--- src/rtl/dma_controller.sv ---
// -----------------------------------------------------------------------------
// dma_controller
// -----------------------------------------------------------------------------
// Single-channel block-copy DMA engine. It is the bus-side partner of the CPU
// arbitration FSM. The CPU raises drq. The engine latches the source,
// destination and length, requests the bus with hrq, and waits for the hold
// acknowledge (start_transfer). It then copies the block one word at a time
// over a simple synchronous memory port. Each word takes three cycles:
// read, wait and write. transfer_done pulses once the last word is written.
//
// Optional feature (macro DMA_GRANT_TIMEOUT_EN):
//   When the macro is defined, the engine counts cycles spent in HOLD_REQ.
//   If no grant arrives within GRANT_TIMEOUT cycles, the engine drops hrq,
//   returns to IDLE and pulses dma_err for one cycle. The dma_err port exists
//   only in that build. Without the macro, HOLD_REQ waits indefinitely.
//
// Ports:
//   clk             in   1       system clock, rising edge
//   rst             in   1       synchronous, active-high reset
//   drq             in   1       DMA request from CPU (level)
//   start_transfer  in   1       hold acknowledge / bus grant from CPU (level)
//   hrq             out  1       hold request to CPU
//   dack            out  1       DMA acknowledge, high while words are moved
//   transfer_done   out  1       one-cycle completion pulse
//   cfg_src         in   ADDR_W  source start address
//   cfg_dst         in   ADDR_W  destination start address
//   cfg_len         in   LEN_W   number of words to move
//   mem_addr        out  ADDR_W  memory address
//   mem_rd_en       out  1       memory read strobe
//   mem_wr_en       out  1       memory write strobe
//   mem_wdata       out  DATA_W  memory write data
//   mem_rdata       in   DATA_W  memory read data, valid the cycle after
//                                mem_rd_en
//   dma_err         out  1       grant-timeout pulse (DMA_GRANT_TIMEOUT_EN only)
//
// Every output is a flop. The next-state logic also computes the output
// values for the state being entered. As a result, each output reflects the
// current state in the same cycle without any combinational decode at the
// pins.
// -----------------------------------------------------------------------------
module dma_controller #(
   parameter int ADDR_W        = 16,
   parameter int DATA_W        = 8,
   parameter int LEN_W         = 8,
   parameter int GRANT_TIMEOUT = 255
) (
   input  logic              clk,
   input  logic              rst,
   input  logic              drq,
   input  logic              start_transfer,
   output logic              hrq,
   output logic              dack,
   output logic              transfer_done,
   input  logic [ADDR_W-1:0] cfg_src,
   input  logic [ADDR_W-1:0] cfg_dst,
   input  logic [LEN_W-1:0]  cfg_len,
   output logic [ADDR_W-1:0] mem_addr,
   output logic              mem_rd_en,
   output logic              mem_wr_en,
   output logic [DATA_W-1:0] mem_wdata,
   input  logic [DATA_W-1:0] mem_rdata
`ifdef DMA_GRANT_TIMEOUT_EN
   ,
   output logic              dma_err
`endif
);

   typedef enum logic [2:0] {
      IDLE,
      HOLD_REQ,
      READ,
      READ_WAIT,
      WRITE,
      DONE
   } state_t;

   state_t            state, state_nxt;

   // Transfer context, latched from cfg_* when a request is accepted.
   logic [ADDR_W-1:0] src_ptr, src_nxt;
   logic [ADDR_W-1:0] dst_ptr, dst_nxt;
   logic [LEN_W-1:0]  remaining, rem_nxt;

   // Word in flight between READ_WAIT and WRITE. It drives mem_wdata directly.
   logic [DATA_W-1:0] data_q;
   logic              load_data;

   // Output values for the state being entered.
   logic              hrq_nxt;
   logic              dack_nxt;
   logic              done_nxt;
   logic              rd_nxt;
   logic              wr_nxt;
   logic [ADDR_W-1:0] addr_nxt;

`ifdef DMA_GRANT_TIMEOUT_EN
   // The counter holds 0 .. GRANT_TIMEOUT-1. The last value is the final
   // cycle in which a grant is still accepted.
   localparam int CNT_W = (GRANT_TIMEOUT > 1) ? $clog2(GRANT_TIMEOUT) : 1;

   logic [CNT_W-1:0]  wait_cnt, wait_cnt_nxt;
   logic              timeout_nxt;
`endif

   assign mem_wdata = data_q;

   // --------------------------------------------------------------------------
   // Next-state and next-output logic
   // --------------------------------------------------------------------------
   always_comb begin
      // NOTE: every signal written here gets a default first, so that no path
      // leaves a value unassigned and infers a latch.
      state_nxt = state;
      src_nxt   = src_ptr;
      dst_nxt   = dst_ptr;
      rem_nxt   = remaining;
      load_data = 1'b0;
`ifdef DMA_GRANT_TIMEOUT_EN
      wait_cnt_nxt = wait_cnt;
      timeout_nxt  = 1'b0;
`endif

      case (state)
         IDLE: begin
            // Latch the request. Later cfg_* changes are ignored until the
            // next time the engine is in IDLE.
            if (drq) begin
               src_nxt   = cfg_src;
               dst_nxt   = cfg_dst;
               rem_nxt   = cfg_len;
               state_nxt = HOLD_REQ;
`ifdef DMA_GRANT_TIMEOUT_EN
               wait_cnt_nxt = '0;
`endif
            end
         end

         HOLD_REQ: begin
            // drq is not looked at here. Once accepted, a request always
            // finishes.
            if (start_transfer) begin
               state_nxt = (remaining == '0) ? DONE : READ;
            end
`ifdef DMA_GRANT_TIMEOUT_EN
            else if (wait_cnt == CNT_W'(GRANT_TIMEOUT - 1)) begin
               state_nxt   = IDLE;
               timeout_nxt = 1'b1;
            end else begin
               wait_cnt_nxt = wait_cnt + CNT_W'(1);
            end
`endif
         end

         READ: begin
            state_nxt = READ_WAIT;
         end

         READ_WAIT: begin
            // mem_rdata answers the READ strobe in this cycle. It is captured
            // on the edge that enters WRITE.
            load_data = 1'b1;
            state_nxt = WRITE;
         end

         WRITE: begin
            // Pointers wrap naturally at 2^ADDR_W.
            src_nxt   = src_ptr + ADDR_W'(1);
            dst_nxt   = dst_ptr + ADDR_W'(1);
            rem_nxt   = remaining - LEN_W'(1);
            state_nxt = (remaining == LEN_W'(1)) ? DONE : READ;
         end

         DONE: begin
            state_nxt = IDLE;
         end

         default: begin
            state_nxt = IDLE;
         end
      endcase

      // Moore-style outputs, taken from the state being entered and
      // registered below.
      hrq_nxt  = (state_nxt == HOLD_REQ) || (state_nxt == READ) ||
                 (state_nxt == READ_WAIT) || (state_nxt == WRITE);
      dack_nxt = (state_nxt == READ) || (state_nxt == READ_WAIT) ||
                 (state_nxt == WRITE);
      done_nxt = (state_nxt == DONE);
      rd_nxt   = (state_nxt == READ);
      wr_nxt   = (state_nxt == WRITE);

      // On WRITE -> READ the read address is the pointer value that is being
      // incremented on this same edge, so use the *_nxt pointers.
      addr_nxt = '0;
      if (state_nxt == READ) begin
         addr_nxt = src_nxt;
      end else if (state_nxt == WRITE) begin
         addr_nxt = dst_nxt;
      end
   end

   // --------------------------------------------------------------------------
   // State, context and output registers
   // --------------------------------------------------------------------------
   always_ff @(posedge clk) begin
      // NOTE: sequential state uses non-blocking assignments only. Every flop
      // then samples the values from before the edge, whatever order the
      // statements appear in.
      if (rst) begin
         state         <= IDLE;
         src_ptr       <= '0;
         dst_ptr       <= '0;
         remaining     <= '0;
         // NOTE: the data register is reset with the rest of the datapath.
         // mem_wdata is an output, and every output must read 0 after reset.
         data_q        <= '0;
         hrq           <= 1'b0;
         dack          <= 1'b0;
         transfer_done <= 1'b0;
         mem_rd_en     <= 1'b0;
         mem_wr_en     <= 1'b0;
         mem_addr      <= '0;
`ifdef DMA_GRANT_TIMEOUT_EN
         wait_cnt      <= '0;
         dma_err       <= 1'b0;
`endif
      end else begin
         state         <= state_nxt;
         src_ptr       <= src_nxt;
         dst_ptr       <= dst_nxt;
         remaining     <= rem_nxt;
         if (load_data) begin
            data_q <= mem_rdata;
         end
         hrq           <= hrq_nxt;
         dack          <= dack_nxt;
         transfer_done <= done_nxt;
         mem_rd_en     <= rd_nxt;
         mem_wr_en     <= wr_nxt;
         mem_addr      <= addr_nxt;
`ifdef DMA_GRANT_TIMEOUT_EN
         wait_cnt      <= wait_cnt_nxt;
         dma_err       <= timeout_nxt;
`endif
      end
   end

   // --------------------------------------------------------------------------
   // Protocol properties
   // --------------------------------------------------------------------------
   a_timeout_cfg: assert property (@(posedge clk) GRANT_TIMEOUT >= 1);

   a_strobe_exclusive: assert property (@(posedge clk) disable iff (rst)
      !(mem_rd_en && mem_wr_en));

   a_rd_only_in_read: assert property (@(posedge clk) disable iff (rst)
      mem_rd_en |-> (state == READ));

   a_wr_only_in_write: assert property (@(posedge clk) disable iff (rst)
      mem_wr_en |-> (state == WRITE));

   a_done_single_pulse: assert property (@(posedge clk) disable iff (rst)
      transfer_done |=> !transfer_done);

   a_done_releases_bus: assert property (@(posedge clk) disable iff (rst)
      transfer_done |-> (!hrq && !dack));

endmodule
--- config.mk ---
export PLATFORM = sky130hd
export DESIGN_NAME = dma_controller
export DESIGN_NICKNAME = d
export VERILOG_FILES = /design/src/rtl/dma_controller.sv
export SDC_FILE = /design/constraint.sdc
export NUM_CORES = 1
export LEC_CHECK = 0
export BUFFER_PORTS_ARGS = -buffer_cell sky130_fd_sc_hd__buf_2
export CAP_MARGIN = 10
export CORE_MARGIN = 2
export CORE_UTILIZATION = 50
export CTS_CLUSTER_DIAMETER = 60
export DETAILED_ROUTE_END_ITERATION = 8
export PLACE_DENSITY = 0.77
export RECOVER_POWER = 100
export SLEW_MARGIN = 20
export SYNTH_ARGS = -nofsm -noshare
export SYNTH_HDL_FRONTEND = slang
export SYNTH_SLANG_ARGS = --single-unit
export TNS_END_PERCENT = 10
--- constraint.sdc ---
create_clock -name clk -period 1.8 [get_ports clk]
set_clock_uncertainty 0.05 [all_clocks]
set_input_delay 0.36 -clock clk [delete_from_list [all_inputs] [get_ports clk]]
set_output_delay 0.36 -clock clk [all_outputs]
set_load 0.01 [all_outputs]
==> results of run 1 <==
-- path summary, 6_finish.rpt --
| path | to | start |
|---|---|---|
| setup / recovery | mem_addr[11]$_SDFF_PP0_ | remaining[5]$_SDFFE_PP0P_ |
| hold / removal | mem_wdata[5]$_SDFFE_PP0N_ | mem_rdata[5] |
| setup reg to reg | mem_addr[11]$_SDFF_PP0_ | remaining[5]$_SDFFE_PP0P_ |
| hold reg to reg | mem_wdata[6]$_SDFFE_PP0N_ | mem_wdata[6]$_SDFFE_PP0N_ |
-- per-layer routing --
| layer | global-route usage (%) | up-vias |
|---|---|---|
| li1 | - | 2052 |
| met2 | 50.8 | 170 |
| met3 | 5.26 | 36 |
| met5 | 0 | - |
| met4 | 12.9 | 0 |
| met1 | 38.2 | 2018 |
-- critical path, cell delays in order (launching register included) --
cell,delay (ps)
dfxtp_2,330
or4_4,530
or3_4,370
a211oi_4,270
nand3_4,170
o2bb2ai_1,160
-- per-stage QoR --
stage               hold WS, ps  std cells  total power [uW]
finish                      168        726              4980
global route                173        726              5250
CTS                         164        725              4940
detailed placement          398        709              3690
global placement            390        709              3640
floorplan                   412        475              2900
-- final cells by class --
cell class              count  area share [%]
clock inverters             7            1.18
inverters                  11           0.842
well taps                 102            2.45
flip-flops and latches     72            27.8
repair buffers            171            20.8
multi-input cells         354            44.5
clock buffers               9            2.38
-- where the power goes --
part	total (uW)	switching, uW	internal [uW]
Combinational	1850	1000	843
Sequential	1920	137	1780
Clock	1220	694	523
Total	4980	1830	3150
-- state kept, by name, summed over array words and instances, names as in the netlist --
register	flops
remaining	8
mem_addr	16
mem_wr_en	1
hrq	1
transfer_done	1
state	3
src_ptr	16
dack	1
dst_ptr	16
mem_rd_en	1
mem_wdata	8
-- Yosys cell counts, types with 3 or more instances --
| master | count | area, sq um |
|---|---|---|
| ha_1 | 5 | 62.6 |
| a221oi_1 | 4 | 35.0 |
| buf_2 | 8 | 40.0 |
| and3_1 | 4 | 25.0 |
| buf_1 | 5 | 18.8 |
| inv_1 | 10 | 37.5 |
| nor2b_1 | 7 | 43.8 |
| o22ai_1 | 7 | 43.8 |
| nand2b_1 | 7 | 43.8 |
| nand2_1 | 45 | 169 |
| a2bb2oi_1 | 4 | 35.0 |
| a211o_1 | 5 | 43.8 |
| xor2_1 | 10 | 87.6 |
| a31oi_1 | 5 | 31.3 |
| and4_1 | 4 | 35.0 |
| mux2i_1 | 4 | 40.0 |
| nor4_1 | 4 | 25.0 |
| dfxtp_1 | 72 | 1440 |
| nor3b_1 | 3 | 22.5 |
| clkbuf_1 | 25 | 93.8 |
| o221ai_1 | 13 | 114 |
| nor2_1 | 42 | 158 |
| o32ai_1 | 3 | 26.3 |
| o211ai_1 | 3 | 22.5 |
| nand3_1 | 15 | 75.1 |
| nand4_1 | 8 | 50.1 |
| a211oi_1 | 9 | 67.6 |
| nor3_1 | 8 | 40.0 |
| a21oi_1 | 41 | 205 |
| o2bb2ai_1 | 7 | 61.3 |
| a22o_1 | 6 | 52.6 |
| nor4bb_1 | 3 | 30.0 |
| nand3b_1 | 8 | 60.1 |
| or2_2 | 8 | 50.1 |
| o21ai_0 | 25 | 125 |
| a32o_1 | 4 | 40.0 |
-- what timing repair did --
action / CTS / global route
endpoints found under the hold margin: 0 / 0
resized for setup: 9 / 15
endpoints found under the setup margin: 25 / 34
pin swaps: 5 / 3
hold buffers: 0 / 0
buffers inserted: 0 / 1
-- kinds of logic (layout without fill, tap and decap cells) --
group	after synthesis	after routing	share of synthesized area, %
AOI/OAI and AO/OA	156	156	28.3
xor gates and xnor gates	12	12	2.73
adders and majority gates	5	5	1.62
buffers and inverters	49	198	5.03
DFF	72	72	37.4
muxes	5	5	1.33
and+or+nand+nor	176	176	23.6
==> impl_metrics.json, run 1 <==
{
  "wl_met1_microns": 5250,
  "relSlewSlack_pct": 61.1,
  "final_hold_viol_count": 0,
  "slew_violations": 0,
  "layout_commonest_cell": "buf_4",
  "ioPinCount": 81,
  "dieHeight_microns": 91.8,
  "crit_fanout": 7,
  "initial_core_util_pct": 50.7,
  "cp-end-kind": "flop",
  "wl_met2_microns": 6190,
  "clock-root-buffer": "clkbuf_8",
  "ys_ff_latch": 72,
  "cp.required_ps": 2040,
  "async_reset_ff_share_pct": 0,
  "cts_tree": "built",
  "fin_ws_ps": -159,
  "drive_gt1_share_pct": 31.4,
  "hp-class": "input pin to flop",
  "post-route-min-period_ps": 1960,
  "grt_pass1_vias": 4118,
  "tns_ps": -2310,
  "syn-instance-count": 475,
  "final_cell_mix": "buf_4 (86), dfxtp_1 (68), buf_2 (51)",
  "synth_edf_count": 0,
  "multi_input_area_sq_um": 2320,
  "gp_congestion": 0.906,
  "register_area_sq_um": 1450,
  "cts_max_path_buffers": 2,
  "pre_cts_ws_ps": -266,
  "fin_crit_sh_pct": 109,
  "worst_pin_slew_ps": 584,
  "peakVddDrop_uv": 605,
  "drc": 0,
  "synth_nets": 532,
  "ys_warn_count": 0,
  "die_area_sq_um": 8430,
  "syn_area_sq_um": 3850,
  "insertion_delay_ps": 370,
  "hold_depth": 3,
  "critPathArrivalTime_ps": 2200,
  "post-dp-hpwl_microns": 9220,
  "wl_per_cell_microns": 17.4,
  "via_count": 4276,
  "fin_nets": 676,
  "cts.sinks": 72,
  "reg2regPathDepth": 5,
  "clk_pin_slew_ps": 90,
  "grt_first_pass_wirelength_microns": 20100,
  "viasPerCell": 5.89,
  "routed_wl_microns": 12600,
  "rsz0062_at_grt": "yes",
  "worstSetupPathType": "flop to flop",
  "portBuffers": 80,
  "finalCoreUtilization_pct": 68.3,
  "diodes": 0,
  "core_sq_um": 7610,
  "drt-initial-drc-count": 277,
  "max_freq_mhz": 511,
  "grtUsageTotal_pct": 30.2,
  "grt-ovfl-total": 0,
  "violations": "setup timing",
  "ys_seq_area_share_pct": 37.4,
  "areaGrowthSynthToFinish_pct": 34.9,
  "top_layer_used": "met4",
  "dr.pass1.iters": 5,
  "grt_max_degree": 42,
  "ant_nets": 0,
  "grt_antenna_before_repair": 0,
  "route.met3.wl_microns": 810,
  "power_density_nw_per_um2": 959,
  "maxCapViolations": 0,
  "cp-start-kind": "flop",
  "power_leakage_uw": 0.00210,
  "cts_inserted_buffers": 9,
  "synth_area_per_cell_sq_um": 8.12,
  "ys.flop_type": "dfxtp_1",
  "stdcell_area_sq_um": 5200,
  "n_fill_cell": 661,
  "outcome": "finished with violations",
  "synth_cell_type_count": 63,
  "rows": 32,
  "place_area_sq_um": 4950,
  "htree_levels": 3,
  "setup_viol": 23,
  "r2r_setup_slack_ps": -160,
  "die_w_microns": 91.8
}
Note: power is estimated with default switching activity, not from simulation.
==> run 2: changes to the inputs <==
--- a/config.mk
+++ b/config.mk
@@ -7,6 +7,7 @@
 export LEC_CHECK = 0
 export BUFFER_PORTS_ARGS = -buffer_cell sky130_fd_sc_hd__buf_2
 export CAP_MARGIN = 10
+export CORE_ASPECT_RATIO = 0.9
 export CORE_MARGIN = 2
 export CORE_UTILIZATION = 50
 export CTS_CLUSTER_DIAMETER = 60
==> run 2 against run 1 <==
The run still ends with setup timing left. Clock power is 19% higher. Via count grew 3.5%. Register-to-register slack got worse by 40 ps. Sequential share of layout area hardly changed. Die area barely moved. Sequential power barely moved. First-iteration DRC count increased by 68%. Non-clock buffer count down 5. Routed wire length rose by 6.5%.
==> impl_metrics.json, run 2 (synthesis results as in run 1) <==
{
  "grt-ovfl-total": 0,
  "r2r_start": "remaining[5]$_SDFFE_PP0P_",
  "grt_first_pass_wirelength_microns": 20500,
  "maxCapViolations": 0,
  "drive_gt1_share_pct": 30.7,
  "cp-start-kind": "flop",
  "gp_congestion": 0.976,
  "worstSetupPathType": "flop to flop",
  "post-dp-hpwl_microns": 9380,
  "r2r_setup_slack_ps": -200,
  "reg2regPathDepth": 5,
  "crit_fanout": 7,
  "crit_buf_inv": 0,
  "slowest_stage": "or4_4",
  "drt-initial-drc-count": 465,
  "final_hold_viol_count": 0,
  "grt_pass1_vias": 4034,
  "r2r-end": "mem_addr[11]$_SDFF_PP0_",
  "wl_per_cell_microns": 18.8,
  "htree_levels": 3,
  "peakVddDrop_uv": 606,
  "ant_nets": 0,
  "cp.required_ps": 2040,
  "insertion_delay_ps": 350,
  "crit_chain": "or4_4 > or3_4 > a211oi_4 > nand3_4 > o2bb2ai_1",
  "critPathArrivalTime_ps": 2240,
  "dieHeight_microns": 87.3,
  "clock-root-buffer": "clkbuf_8",
  "grt_max_degree": 33,
  "outcome": "finished with violations",
  "initial_core_util_pct": 51.3,
  "grt_antenna_before_repair": 0,
  "cts.sinks": 72,
  "portBuffers": 80,
  "worst_pin_slew_ps": 461,
  "fin_cells": 714,
  "diodes": 0,
  "final_cell_mix": "buf_4 (76), dfxtp_1 (69), buf_2 (52)",
  "rsz0062_at_grt": "yes",
  "hp-class": "input pin to flop",
  "die_area_sq_um": 8430,
  "max_freq_mhz": 499,
  "cts_tree": "built",
  "whs_endpoint": "mem_wdata[2]$_SDFFE_PP0N_",
  "violations": "setup timing",
  "critical_path.top_delay_family": "simple AND/OR/NAND/NOR gates",
  "clk_pin_slew_ps": 80,
  "cts_hold_buf": 0,
  "ioPinCount": 81,
  "power_density_nw_per_um2": 1010,
  "dr.pass1.iters": 5,
  "routed_wl_microns": 13400,
  "grtUsageTotal_pct": 32.2,
  "hold_depth": 3,
  "slew_violations": 0,
  "fin_nets": 671,
  "post-route-min-period_ps": 2000,
  "fin_ws_ps": -203,
  "cp-end-kind": "flop",
  "setup_viol": 33,
  "rows": 30,
  "areaGrowthSynthToFinish_pct": 34.9,
  "finalCoreUtilization_pct": 69.3,
  "dpl.cell_count": 698,
  "layout_commonest_cell": "buf_4",
  "viasPerCell": 6.20,
  "critical_path_cell_count": 5,
  "reg_top3": "dst_ptr (16), mem_addr (16), src_ptr (16)",
  "die_w_microns": 96.6,
  "max_stage_delay_ps": 540,
  "relSlewSlack_pct": 69.2,
  "fin_crit_sh_pct": 111,
  "cts_max_path_buffers": 2,
  "core_sq_um": 7510,
  "drc": 0,
  "min_from": "mem_rdata[2]",
  "cts_inserted_buffers": 9,
  "via_count": 4424,
  "power_leakage_uw": 0.00209
}
==> run 2: changes by cell type in the layout (fill, tap and decap cells not counted), sizes merged <==
cell,delta
buf,-10
bufinv,+2
clkbuf,+8
clkinv,-1
clkinvlp,-2
inv,-3
==> run 2: timing repair <==
item,4_1_cts,5_1_grt
pin swaps,8,3
endpoints found under the setup margin,28,40
hold endpoints to repair,0,0
buffers inserted,0,1
gates resized for setup,12,18
==> run 2: worst min-delay path: cells and delay by family <==
kind                   cells  cell delay, ps
and+or+nand+nor            1              40
AOI/OAI and AO/OA          1              50
buffers and inverters      1             100
==> run 2: final cells by class <==
type | count | area, sq um
repair buffers | 166 | 1020
flip-flops and latches | 72 | 1450
fillers | 588 | 2310
multi-input cells | 354 | 2350
clock inverters | 3 | 65.1
inverters | 11 | 43.8
well taps | 96 | 120
clock buffers | 12 | 155
==> run 2: worst max-delay path by stage <==
stage | startpoint | to | slack [ps]
after CTS | remaining[5]$_SDFFE_PP0P_ | mem_addr[11]$_SDFF_PP0_ | -160
final | remaining[5]$_SDFFE_PP0P_ | mem_addr[11]$_SDFF_PP0_ | -200
after global placement | remaining[5]$_SDFFE_PP0P_ | mem_addr[11]$_SDFF_PP0_ | -140
after detailed placement | remaining[5]$_SDFFE_PP0P_ | mem_addr[10]$_SDFF_PP0_ | -200
after global routing | state[1]$_SDFF_PP0_ | mem_addr[4]$_SDFF_PP0_ | -300
after floorplan | remaining[5]$_SDFFE_PP0P_ | mem_addr[3]$_SDFF_PP0_ | -150
==> run 2: per-layer routing <==
metal / up-vias / GRT usage, % / part of all wire (%)
li1: 2042 / - / -
met1: 2096 / 43.5 / 41
met2: 240 / 50.7 / 46
met3: 46 / 5.02 / 9.2
met4: 0 / 14.2 / 4.0
met5: - / 0 / 0
==> run 2: power breakdown <==
part	switching, uW	leakage [uW]	internal, uW
Clock	605	0.000112	847
Sequential	143	0.000590	1780
Combinational	1040	0.00139	810
==> run 2: stage by stage <==
step	setup TNS [ps]	worst slack, ps	cell area (sq um)	power [uW]	hold WS [ps]
detailed placement	-2700	-203	4910	3690	397
CTS	-2060	-160	5180	5160	190
global placement	-1660	-136	4910	3620	389
floorplan	-1250	-150	3860	2900	412
global route	-6750	-300	5200	5450	196
finish	-2960	-203	5200	5230	187
